<file path="config.mk">
export PLATFORM = sky130hd
export DESIGN_NAME = vec_burst_addr_gen_flat
export DESIGN_NICKNAME = d
export VERILOG_FILES = /design/src/rtl/vec_burst_addr_gen_if.sv /design/src/rtl/vec_burst_addr_gen.sv /design/src/flat_wrapper.sv
export SDC_FILE = /design/constraint.sdc
export NUM_CORES = 1
export LEC_CHECK = 0
export CELL_PAD_IN_SITES_DETAIL_PLACEMENT = 1
export CELL_PAD_IN_SITES_GLOBAL_PLACEMENT = 1
export CORE_UTILIZATION = 32
export DETAILED_ROUTE_END_ITERATION = 10
export GPL_TIMING_DRIVEN = 0
export PLACE_DENSITY = 0.79
export SLEW_MARGIN = 10
export SYNTH_ARGS = -nofsm -noshare
export SYNTH_HDL_FRONTEND = slang
export SYNTH_SLANG_ARGS = --single-unit
export TNS_END_PERCENT = 100
</file>
<file path="constraint.sdc">
create_clock -name clk -period 2.7 [get_ports clk]
set_clock_uncertainty 0.15 [all_clocks]
set_input_delay 0.405 -clock clk [delete_from_list [all_inputs] [get_ports clk]]
set_output_delay 0.405 -clock clk [all_outputs]
set_load 0.02 [all_outputs]
</file>
<file path="src/rtl/vec_burst_addr_gen_if.sv">
// Handshake and bus bundle between a vector burst requester and the
// address generator: request fields in, memory address stream out.
interface vec_burst_addr_gen_if #(
    parameter int ADDR_W   = 19,
    parameter int LEN_W    = 5,
    parameter int STRIDE_W = 8
);
    logic                start;
    logic                is_write;
    logic [ADDR_W-1:0]   base_addr;
    logic [STRIDE_W-1:0] stride;
    logic [LEN_W-1:0]    burst_len;
    logic [ADDR_W-1:0]   scalar_addr;
    logic                stall;
    logic                abort;

    logic [ADDR_W-1:0]   addr_out;
    logic                addr_valid;
    logic                we_out;
    logic [LEN_W-1:0]    elem_idx;
    logic                busy;
    logic                done;

    modport master (
        output start, is_write, base_addr, stride, burst_len, scalar_addr, stall, abort,
        input  addr_out, addr_valid, we_out, elem_idx, busy, done
    );

    modport slave (
        input  start, is_write, base_addr, stride, burst_len, scalar_addr, stall, abort,
        output addr_out, addr_valid, we_out, elem_idx, busy, done
    );
endinterface

</file>
<file path="src/rtl/vec_burst_addr_gen.sv">
// Vector burst address generator: latches base/stride/length/direction on
// start and walks one element address per unstalled cycle, then pulses done.
// State advances on the falling clock edge; the scalar address passes
// straight through whenever no burst is active.
module vec_burst_addr_gen #(
    parameter int ADDR_W   = 19,
    parameter int MAX_LEN  = 16,
    parameter int LEN_W    = 5,
    parameter int STRIDE_W = 8
) (
    input  logic clk,
    input  logic rst,
    vec_burst_addr_gen_if.slave bus
);

    typedef enum logic [1:0] {
        IDLE,
        BURST,
        DONE
    } state_t;

    localparam logic [LEN_W-1:0] MAX_LEN_L = LEN_W'(MAX_LEN);

    state_t              state, state_nxt;
    logic [ADDR_W-1:0]   addr_reg, addr_nxt;
    logic [ADDR_W-1:0]   stride_reg, stride_nxt;
    logic [LEN_W-1:0]    idx, idx_nxt;
    logic [LEN_W-1:0]    len_reg, len_nxt;
    logic                wr_reg, wr_nxt;

    logic [LEN_W-1:0]    eff_len;
    logic [ADDR_W-1:0]   stride_ext;

    // Zero or oversize lengths clamp to the maximum burst; stride is sign-extended.
    always_comb begin
        eff_len = bus.burst_len;
        if (bus.burst_len == '0 || bus.burst_len > MAX_LEN_L) begin
            eff_len = MAX_LEN_L;
        end
        stride_ext = {{(ADDR_W-STRIDE_W){bus.stride[STRIDE_W-1]}}, bus.stride};
    end

    // State and datapath registers, updated on the falling edge.
    always_ff @(negedge clk or posedge rst) begin
        if (rst) begin
            state      <= IDLE;
            addr_reg   <= '0;
            stride_reg <= '0;
            idx        <= '0;
            len_reg    <= '0;
            wr_reg     <= 1'b0;
        end else begin
            state      <= state_nxt;
            addr_reg   <= addr_nxt;
            stride_reg <= stride_nxt;
            idx        <= idx_nxt;
            len_reg    <= len_nxt;
            wr_reg     <= wr_nxt;
        end
    end

    // Next-state and datapath update: abort beats stall beats advance.
    always_comb begin
        state_nxt  = state;
        addr_nxt   = addr_reg;
        stride_nxt = stride_reg;
        idx_nxt    = idx;
        len_nxt    = len_reg;
        wr_nxt     = wr_reg;
        unique case (state)
            IDLE: begin
                if (bus.start) begin
                    state_nxt  = BURST;
                    addr_nxt   = bus.base_addr;
                    stride_nxt = stride_ext;
                    wr_nxt     = bus.is_write;
                    len_nxt    = eff_len;
                    idx_nxt    = '0;
                end
            end
            BURST: begin
                if (bus.abort) begin
                    state_nxt = IDLE;
                    idx_nxt   = '0;
                end else if (!bus.stall) begin
                    if (idx == len_reg - LEN_W'(1)) begin
                        state_nxt = DONE;
                    end else begin
                        idx_nxt  = idx + LEN_W'(1);
                        addr_nxt = addr_reg + stride_reg;
                    end
                end
            end
            DONE: begin
                state_nxt = IDLE;
                idx_nxt   = '0;
            end
            default: begin
                state_nxt = IDLE;
            end
        endcase
    end

    // Output decode; addr_out muxes in the scalar path with no added latency.
    always_comb begin
        bus.addr_out   = bus.scalar_addr;
        bus.addr_valid = 1'b0;
        bus.we_out     = 1'b0;
        bus.elem_idx   = '0;
        bus.busy       = 1'b0;
        bus.done       = 1'b0;
        if (state == BURST) begin
            bus.addr_out   = addr_reg;
            bus.addr_valid = 1'b1;
            bus.we_out     = wr_reg;
            bus.elem_idx   = idx;
            bus.busy       = 1'b1;
        end else if (state == DONE) begin
            bus.done = 1'b1;
        end
    end

endmodule

</file>
<file path="src/flat_wrapper.sv">
// flat-port wrapper written by rule: the top's interface ports become plain ports
module vec_burst_addr_gen_flat 
#(
    parameter int ADDR_W   = 19,
    parameter int MAX_LEN  = 16,
    parameter int LEN_W    = 5,
    parameter int STRIDE_W = 8
)
  (clk, rst, bus_start, bus_is_write, bus_base_addr, bus_stride, bus_burst_len, bus_scalar_addr, bus_stall, bus_abort, bus_addr_out, bus_addr_valid, bus_we_out, bus_elem_idx, bus_busy, bus_done);
  vec_burst_addr_gen_if #(.ADDR_W(ADDR_W), .LEN_W(LEN_W), .STRIDE_W(STRIDE_W)) bus_i ();
  input  logic clk;
  input  logic rst;
  input wire logic [$bits(bus_i.start)-1:0] bus_start;
  input wire logic [$bits(bus_i.is_write)-1:0] bus_is_write;
  input wire logic [$bits(bus_i.base_addr)-1:0] bus_base_addr;
  input wire logic [$bits(bus_i.stride)-1:0] bus_stride;
  input wire logic [$bits(bus_i.burst_len)-1:0] bus_burst_len;
  input wire logic [$bits(bus_i.scalar_addr)-1:0] bus_scalar_addr;
  input wire logic [$bits(bus_i.stall)-1:0] bus_stall;
  input wire logic [$bits(bus_i.abort)-1:0] bus_abort;
  output wire logic [$bits(bus_i.addr_out)-1:0] bus_addr_out;
  output wire logic [$bits(bus_i.addr_valid)-1:0] bus_addr_valid;
  output wire logic [$bits(bus_i.we_out)-1:0] bus_we_out;
  output wire logic [$bits(bus_i.elem_idx)-1:0] bus_elem_idx;
  output wire logic [$bits(bus_i.busy)-1:0] bus_busy;
  output wire logic [$bits(bus_i.done)-1:0] bus_done;
  assign bus_i.start = bus_start;
  assign bus_i.is_write = bus_is_write;
  assign bus_i.base_addr = bus_base_addr;
  assign bus_i.stride = bus_stride;
  assign bus_i.burst_len = bus_burst_len;
  assign bus_i.scalar_addr = bus_scalar_addr;
  assign bus_i.stall = bus_stall;
  assign bus_i.abort = bus_abort;
  assign bus_addr_out = bus_i.addr_out;
  assign bus_addr_valid = bus_i.addr_valid;
  assign bus_we_out = bus_i.we_out;
  assign bus_elem_idx = bus_i.elem_idx;
  assign bus_busy = bus_i.busy;
  assign bus_done = bus_i.done;
  vec_burst_addr_gen #(.ADDR_W(ADDR_W), .MAX_LEN(MAX_LEN), .LEN_W(LEN_W), .STRIDE_W(STRIDE_W)) u_core (.clk(clk), .rst(rst), .bus(bus_i));
endmodule
</file>
# --- After elaboration in Yosys (flattened, before gate mapping) ---
# Cells that the tools add are included.
totals:
  elab_cells: 51
  ff_bits: 40
  out_inout_bits: 28
  inputBits: 57
classes:
  reduce_logical: 9
  n_addsub: 3
  eq_ne: 10
  n_lt_le_gt_ge: 1
  muxes: 22
op_table:
  columns: ["cell", "n"]
  rows:
  - ["two-way mux 19 bit", 5]
  - ["case mux 19 bit (2 select lines)", 1]
  - ["two-way mux 5 bit", 6]
  - ["adder 19 bit", 1]
  - ["case mux 5 bit (3 select lines)", 1]
  - ["two-way mux 2 bit", 4]
  - ["inequality test 2 bit, second input constant", 4]
  - ["inequality test 3 bit, second input constant", 2]
  - ["adder 5 x 1 -> 5 bit, second input constant", 1]
  - ["== test 5 bit", 1]
  - ["> comparator 5 bit, second input constant", 1]
  - ["zero test 5 bit", 1]
  - ["AND reduction 5 bit", 1]
  - ["subtractor 5 x 1 -> 5 bit, second input constant", 1]
  - ["two-way mux 1 bit", 4]
  - ["case mux 2 bit (2 select lines)", 1]
  - ["AND reduction 4 bit", 1]
  - ["inequality test 3 x 2 -> 1 bit, second input constant", 1]
  - ["AND reduction 3 bit", 1]
  - ["nonzero test 3 bit", 1]
  - ["== test 2 x 1 -> 1 bit, second input constant", 1]
  - ["== test 2 bit, second input constant", 1]
  - ["zero test 2 bit", 1]
  - ["AND reduction 2 bit", 1]
  - ["other kinds (2)", 2]

# --- Longest topological paths before layout ---
# Gate-level depths: netlist (run 1).
logic_depth:
  ltp_word: 6
  depth_mapped: 11
  depth_no_buf: 11

==> run metrics, run 1 <==
Worst Min Path Start=u_core.wr_reg; area grow syn2layout=79.6%; max-slew violations=0; max cap viols=0; Crit. path cell count=7; aggregate global routing overflow=0; Data required, critical path=2.14 ns; vias=3598; outcome=complete, but fails checks; clock slew at reported path FFs=0.06 ns; CTS Sinks=40; family with the most delay on the worst path=buffers and inverters; dominant cell type by area after synthesis=dfrtn_1; peak supply drop=366 µV; Hold WC Path Type=flip-flop to flip-flop; Antenna Nets Post-Route=0; Core ar.=9240 µm²; WL final=14000 µm; Global Route Usage Sum=23.1%; n_diodes=0; # H-tree levels=2; Synth cell types=51; TNS Setup=-25.81 ns; R2R Setup Slk=-0.36 ns; clk_lat worst skew=0.31 ns; CP max FO=8; Fin Hold WS=0.308 ns; site row count=35; cells after synthesis=386; top cells by area, synth=dfrtn_1 (33%), nand2_1 (11%), ha_1 (8.6%); Iteration-0 DRC Markers=112; count leader, synth=nand2_1; WP buf/inv=4; WS Path Type=flip-flop to primary output; CTS Buffer Depth=2; Port Buffers=84; detailed placement HPWL=7250 µm; Crit path largest cell delay=0.43 ns; Avg Cell Area, Syn=7.93 µm²; P_leak=2.56 nW; Yosys reg bits=40; final worst-path setup slack=-0.793 ns; vias in the first global route=3566; Final nets=612; I/O pin count=85; pin count of the biggest net entering global routing=41; initial antenna violation count=0; Slew headroom=65.5%; most frequent CP cell=nand2_2; Crit Reg-Reg Endpoint=u_core.addr_reg[18]; RD Place Congestion=0.876; Power Density=955 nW/µm²; Slowest-stage cell, CP=dfrtn_1; Die Ht=99.8 µm; Hold Path Sink=u_core.wr_reg; wire per inst=21.1 µm; Fin. Hold Viols=0; sequential element share of the synthesized area=32.7%; crit end category=primary output; Data arrival, critical path=2.94 ns; Mapped Nets=465; synth cell count leaders=nand2_1 (87), dfrtn_1 (40), o21ai_0 (34); Synth top area share=32.7%; Post-Route Utilization=59.5%; Initial Utilization=33.1%; layout cells sized above 1=43.1%; CP cell instances=nand2b_4, clkinv_8, buf_12, clkbuf_16, nand2_2, nand2_2, buf_6; footprint of the multi-input gates=2480 µm²; Startpoint Class=flip-flop; Die X=99.8 µm; DRT Pass-1 Iters=4; Reg-to-Reg Start=u_core.addr_reg[0]; violated checks=setup timing; max FFs per register=19; CTS tree=done; EDFF count, synth=0; Post-route DRC=0; Reg area=1000 µm²; setup violators final=55; global-route wire length before repair=17900 µm; Hold Path Stages=1; reg2reg path depth=11; slew at the pin closest to its max-slew limit=0.516 ns; total CTS buffers=5; Synth async-reset ratio=100%; RSZ-0062 raised after global routing=true; number of vias per cell=5.43; Main synth FF type=dfrtn_1; Post-CTS Hold Buffers=0; Die Area=9960 µm²; Synth Warn #=0; fillcell total=1028; cell area after technology mapping=3060 µm²; CTS root buffer=clkbuf_8
[worst max-delay path by stage]
stage / from / end / slack (ns)
6_report: u_core.state[1] / bus_addr_out[17] / -0.79
3_3_place_gp: u_core.state[1] / bus_addr_out[7] / -1.12
3_5_place_dp: u_core.state[1] / bus_addr_out[13] / -1.16
4_1_cts: u_core.state[1] / bus_addr_out[10] / -0.79
5_1_grt: u_core.state[1] / bus_addr_out[10] / -0.83
2_1_floorplan: bus_stall / u_core.addr_reg[18] / -0.47
[what timing repair did]
action,4_1_cts,5_1_grt
gates resized for setup,290,66
endpoints found under the hold margin,0,0
cloned,4,3
pin swaps,44,20
buffers inserted,30,22
setup endpoints to repair,67,102
[worst reg2reg max path: stages, from the launching register on]
cell	delay (ns)
dfrtn_1	0.44
ha_2	0.20
inv_2	0.04
fa_2	0.37
nor2b_4	0.16
o31a_1	0.19
a211o_1	0.22
o311a_1	0.22
nor3_2	0.08
or3_4	0.40
nand4_1	0.10
or3b_1	0.34
[area by class of cell]
cell class | instances | area share (%)
plain buffers | 14 | 4.21
clock buffers | 7 | 1.57
clock inverters | 1 | 0.137
inverters | 17 | 1.46
multi-input cells | 314 | 45.1
flip-flops and latches | 40 | 18.2
well taps | 129 | 2.94
repair buffers | 140 | 26.3
repair inverters | 1 | 0.137
[cell usage in the layout (no fill, tap or decap), types with 4 or more instances in the layout]
cell type / Yosys / routed
nand2_2: 0 / 31
o21ai_2: 0 / 11
nand2b_1: 7 / 4
buf_6: 0 / 41
a21oi_2: 0 / 4
nand2_4: 0 / 25
buf_12: 0 / 6
xor2_1: 6 / 6
buf_8: 0 / 6
mux2_2: 10 / 9
clkbuf_8: 0 / 7
nor2_1: 26 / 24
dfrtn_1: 40 / 40
o21ai_1: 9 / 17
a21o_1: 5 / 5
nand2_1: 87 / 31
inv_1: 16 / 14
clkbuf_16: 0 / 6
nor3_1: 4 / 4
mux2i_1: 6 / 6
buf_4: 1 / 39
nand3_1: 6 / 5
o21ai_0: 34 / 12
clkdlybuf4s50_1: 0 / 49
a211oi_1: 7 / 5
o21a_1: 4 / 4
xnor2_1: 6 / 5
and2_1: 9 / 7
a21oi_1: 22 / 17
ha_1: 21 / 17
[stage by stage]
stage / power [W] / area (µm²) / instances / worst slack (ns)
after floorplan: 0.00290 / 3300 / 386 / -0.470
after global placement: 0.00355 / 4300 / 599 / -1.12
after detailed placement: 0.00365 / 4300 / 599 / -1.16
after CTS: 0.00457 / 5060 / 641 / -0.793
after global routing: 0.00553 / 5500 / 663 / -0.828
final: 0.00525 / 5500 / 663 / -0.793
[routing by layer]
layer / vias to the layer above / share of wire (%) / track usage [%]
li1: 1637 / - / -
met1: 1807 / 42 / 27.6
met2: 119 / 51 / 42.2
met3: 35 / 3.9 / 2.99
met4: 0 / 3.4 / 8.48
met5: - / 0 / 0
[where the power goes]
group | internal [W] | switching, W
sequential | 0.000815 | 0.000278
combinational | 0.00174 | 0.00196
clock | 0.000209 | 0.000250
[cell families after synthesis]
logic type	share of synthesized area, %
simple gates	24.8
compound gates	20.0
flops	32.7
buf+inv	4.25
fa+ha+maj	9.24
mux	5.64
xor+xnor	3.43
Note: power is estimated with default switching activity, not from simulation.
==> run 2, diff against run 1 <==
--- a/config.mk
+++ b/config.mk
@@ -10,7 +10,7 @@
 export CORE_UTILIZATION = 32
 export DETAILED_ROUTE_END_ITERATION = 10
 export GPL_TIMING_DRIVEN = 0
-export PLACE_DENSITY = 0.79
+export PLACE_DENSITY_LB_ADDON = 0.1
 export SLEW_MARGIN = 10
 export SYNTH_ARGS = -nofsm -noshare
 export SYNTH_HDL_FRONTEND = slang
==> run 2 against run 1 <==
  * The flow still finishes with violations (setup timing)
  * Cell count is 0.15% lower
  * Sequential share of layout area is 0.067 points higher
  * Utilization is 0.22 points lower
  * Clock power is 23% higher
  * Critical path type unchanged
==> run metrics, run 2 (synthesis gave the netlist of run 1 again) <==
outcome=complete, but fails checks; violated checks=setup timing; I/O pin count=85 (unchanged); n_diodes=0 (unchanged); number of vias per cell=5.31 (-2.2%); global-route wire length before repair=18800 µm (+5.1%); Fin Hold WS=0.310 ns (+0.00174 ns); R2R Setup Slk=-0.30 ns (+0.06 ns); Die Area=9960 µm² (unchanged); Design Area, Final=5480 µm² (-0.36%); Hold WC Path Type=flip-flop to flip-flop; commonest non-fill, non-tap cell in the layout=clkdlybuf4s50_1; aggregate global routing overflow=0 (unchanged); layout cells sized above 1=43.5% (+0.46 points); Post-route DRC=0 (unchanged); Hold Path Sink=u_core.wr_reg; Global Route Usage Sum=24.4% (+1.3 points); P_leak=2.58 nW (+0.59%); Hold Path Stages=1 (unchanged); CP cell instances=nand2b_4, clkinv_8, buf_12, clkbuf_16, nand2_2, nand2_2, buf_6; Reg-to-Reg Start=u_core.stride_reg[7]; Data arrival, critical path=2.90 ns (-0.04 ns); pin count of the biggest net entering global routing=41 (unchanged); Final nets=611 (-0.16%); Crit Reg-Reg Endpoint=u_core.addr_reg[18]; post-place instance area=4300 µm² (unchanged); Crit path largest cell delay=0.41 ns (-0.02 ns); Fin. Hold Viols=0 (unchanged); Placed Cells=599 (unchanged); TNS Setup=-25.05 ns (+0.758 ns); max FFs per register=19 (unchanged); Worst Min Path Start=u_core.wr_reg; most frequent CP cell=nand2_2; slew at the pin closest to its max-slew limit=0.515 ns (-0.00157 ns); final worst-path setup slack=-0.754 ns (+0.0389 ns); CP max FO=7 (-1); CTS tree=done; Startpoint Class=flip-flop; Die X=99.8 µm (unchanged); DRT Pass-1 Iters=4 (unchanged); Slowest-stage cell, CP=dfrtn_1; Post-Layout Cell Count=662 (-0.15%); setup violators final=55 (unchanged); vias in the first global route=3672 (+3.0%); Antenna Nets Post-Route=0 (unchanged); # H-tree levels=2 (unchanged); reg2reg path depth=9 (-2); Slew headroom=65.6% (+0.11 points); Post-CTS Hold Buffers=0 (unchanged); most frequent cells in the layout=clkdlybuf4s50_1 (49), buf_4 (41), buf_6 (40), dfrtn_1 (40), nand2_1 (32); CTS Sinks=40 (unchanged); Port Buffers=84 (unchanged); CTS root buffer=clkbuf_8; total CTS buffers=5 (unchanged); max cap viols=0 (unchanged); Data required, critical path=2.14 ns (about the same); max-slew violations=0 (unchanged); RSZ-0062 raised after global routing=true; RD Place Congestion=0.806 (-8.0%); crit end category=primary output; clk_lat worst skew=0.30 ns (about the same); Core ar.=9240 µm² (unchanged); Die Ht=99.8 µm (unchanged); clock slew at reported path FFs=0.06 ns (about the same); detailed placement HPWL=7280 µm (+0.43%); wire per inst=19.2 µm (-9.3%); vias=3513 (-2.4%); post-place setup slack=-1.20 ns (-0.0372 ns); Initial Utilization=33.1% (unchanged); WS Path Type=flip-flop to primary output; site row count=35 (unchanged); peak supply drop=414 µV (+13%); CTS Buffer Depth=2 (unchanged); area grow syn2layout=79.0%; initial antenna violation count=0 (unchanged); Iteration-0 DRC Markers=103 (-8.0%); WL final=12700 µm (-9.4%); Power Density=958 nW/µm² (+0.37%)
## run 2: cell count changes in the layout (fill, tap and decap cells not counted), moves of 2 or more
cell      change
clkbuf_8      +2
nand2_4       +5
and2_1        -2
nand2_2       -6
buf_2         +2
and2_4        +2
buf_12        -2
buf_4         +2
o21ai_2       +2
buf_8         -2
## run 2: through the flow
| step | power, W | util [%] |
|---|---|---|
| after global placement | 0.00357 | 46.5 |
| after CTS | 0.00477 | 55.5 |
| final | 0.00525 | 59.3 |
| after detailed placement | 0.00366 | 46.5 |
| after floorplan | 0.00290 | - |
| after global routing | 0.00557 | 59.3 |
## run 2: cell type report
cell class,instances,area [µm²]
fillers,1036,3760
multi-input cells,314,2470
repair buffers,140,1420
flip-flops and latches,40,1000
plain buffers,13,214
well taps,129,161
clock buffers,7,96.3
inverters,17,80.1
clock inverters,1,30.0
repair inverters,1,7.51
## run 2: report_power, final
part	switching [W]	internal [W]
clock network	0.000235	0.000327
logic	0.00187	0.00175
registers	0.000257	0.000815
## run 2: worst max path at each step
stage	slack [ns]	end	start
2_1_floorplan	-0.47	u_core.addr_reg[18]	bus_stall
3_3_place_gp	-1.19	bus_addr_out[8]	u_core.state[1]
3_5_place_dp	-1.20	bus_addr_out[8]	u_core.state[1]
4_1_cts	-0.78	bus_addr_out[9]	u_core.state[1]
5_1_grt	-0.81	bus_addr_out[17]	u_core.state[1]
6_report	-0.75	bus_addr_out[9]	u_core.state[1]
## run 2: repair_timing
item,4_1_cts,5_1_grt
buffers inserted,34,18
endpoints found under the setup margin,67,105
pin swaps,39,37
endpoints found under the hold margin,0,0
gates cloned,5,2
gates resized for setup,294,63
## run 2: worst max-delay path, delay by kind of cell (launching register included)
family / cells / cell delay, ns
buffers and inverters: 4 / 0.51
flip-flops: 1 / 0.41
AND/OR/NAND/NOR: 3 / 0.33
## run 2: routing by layer
layer  global-route usage [%]  part of all wire [%]  vias to the layer above
met5                        0                     0                        -
met4                     9.28                   3.7                        0
met3                     4.81                   5.0                       40
met2                     44.6                    52                      109
met1                     27.9                    39                     1729
li1                         -                     -                     1635
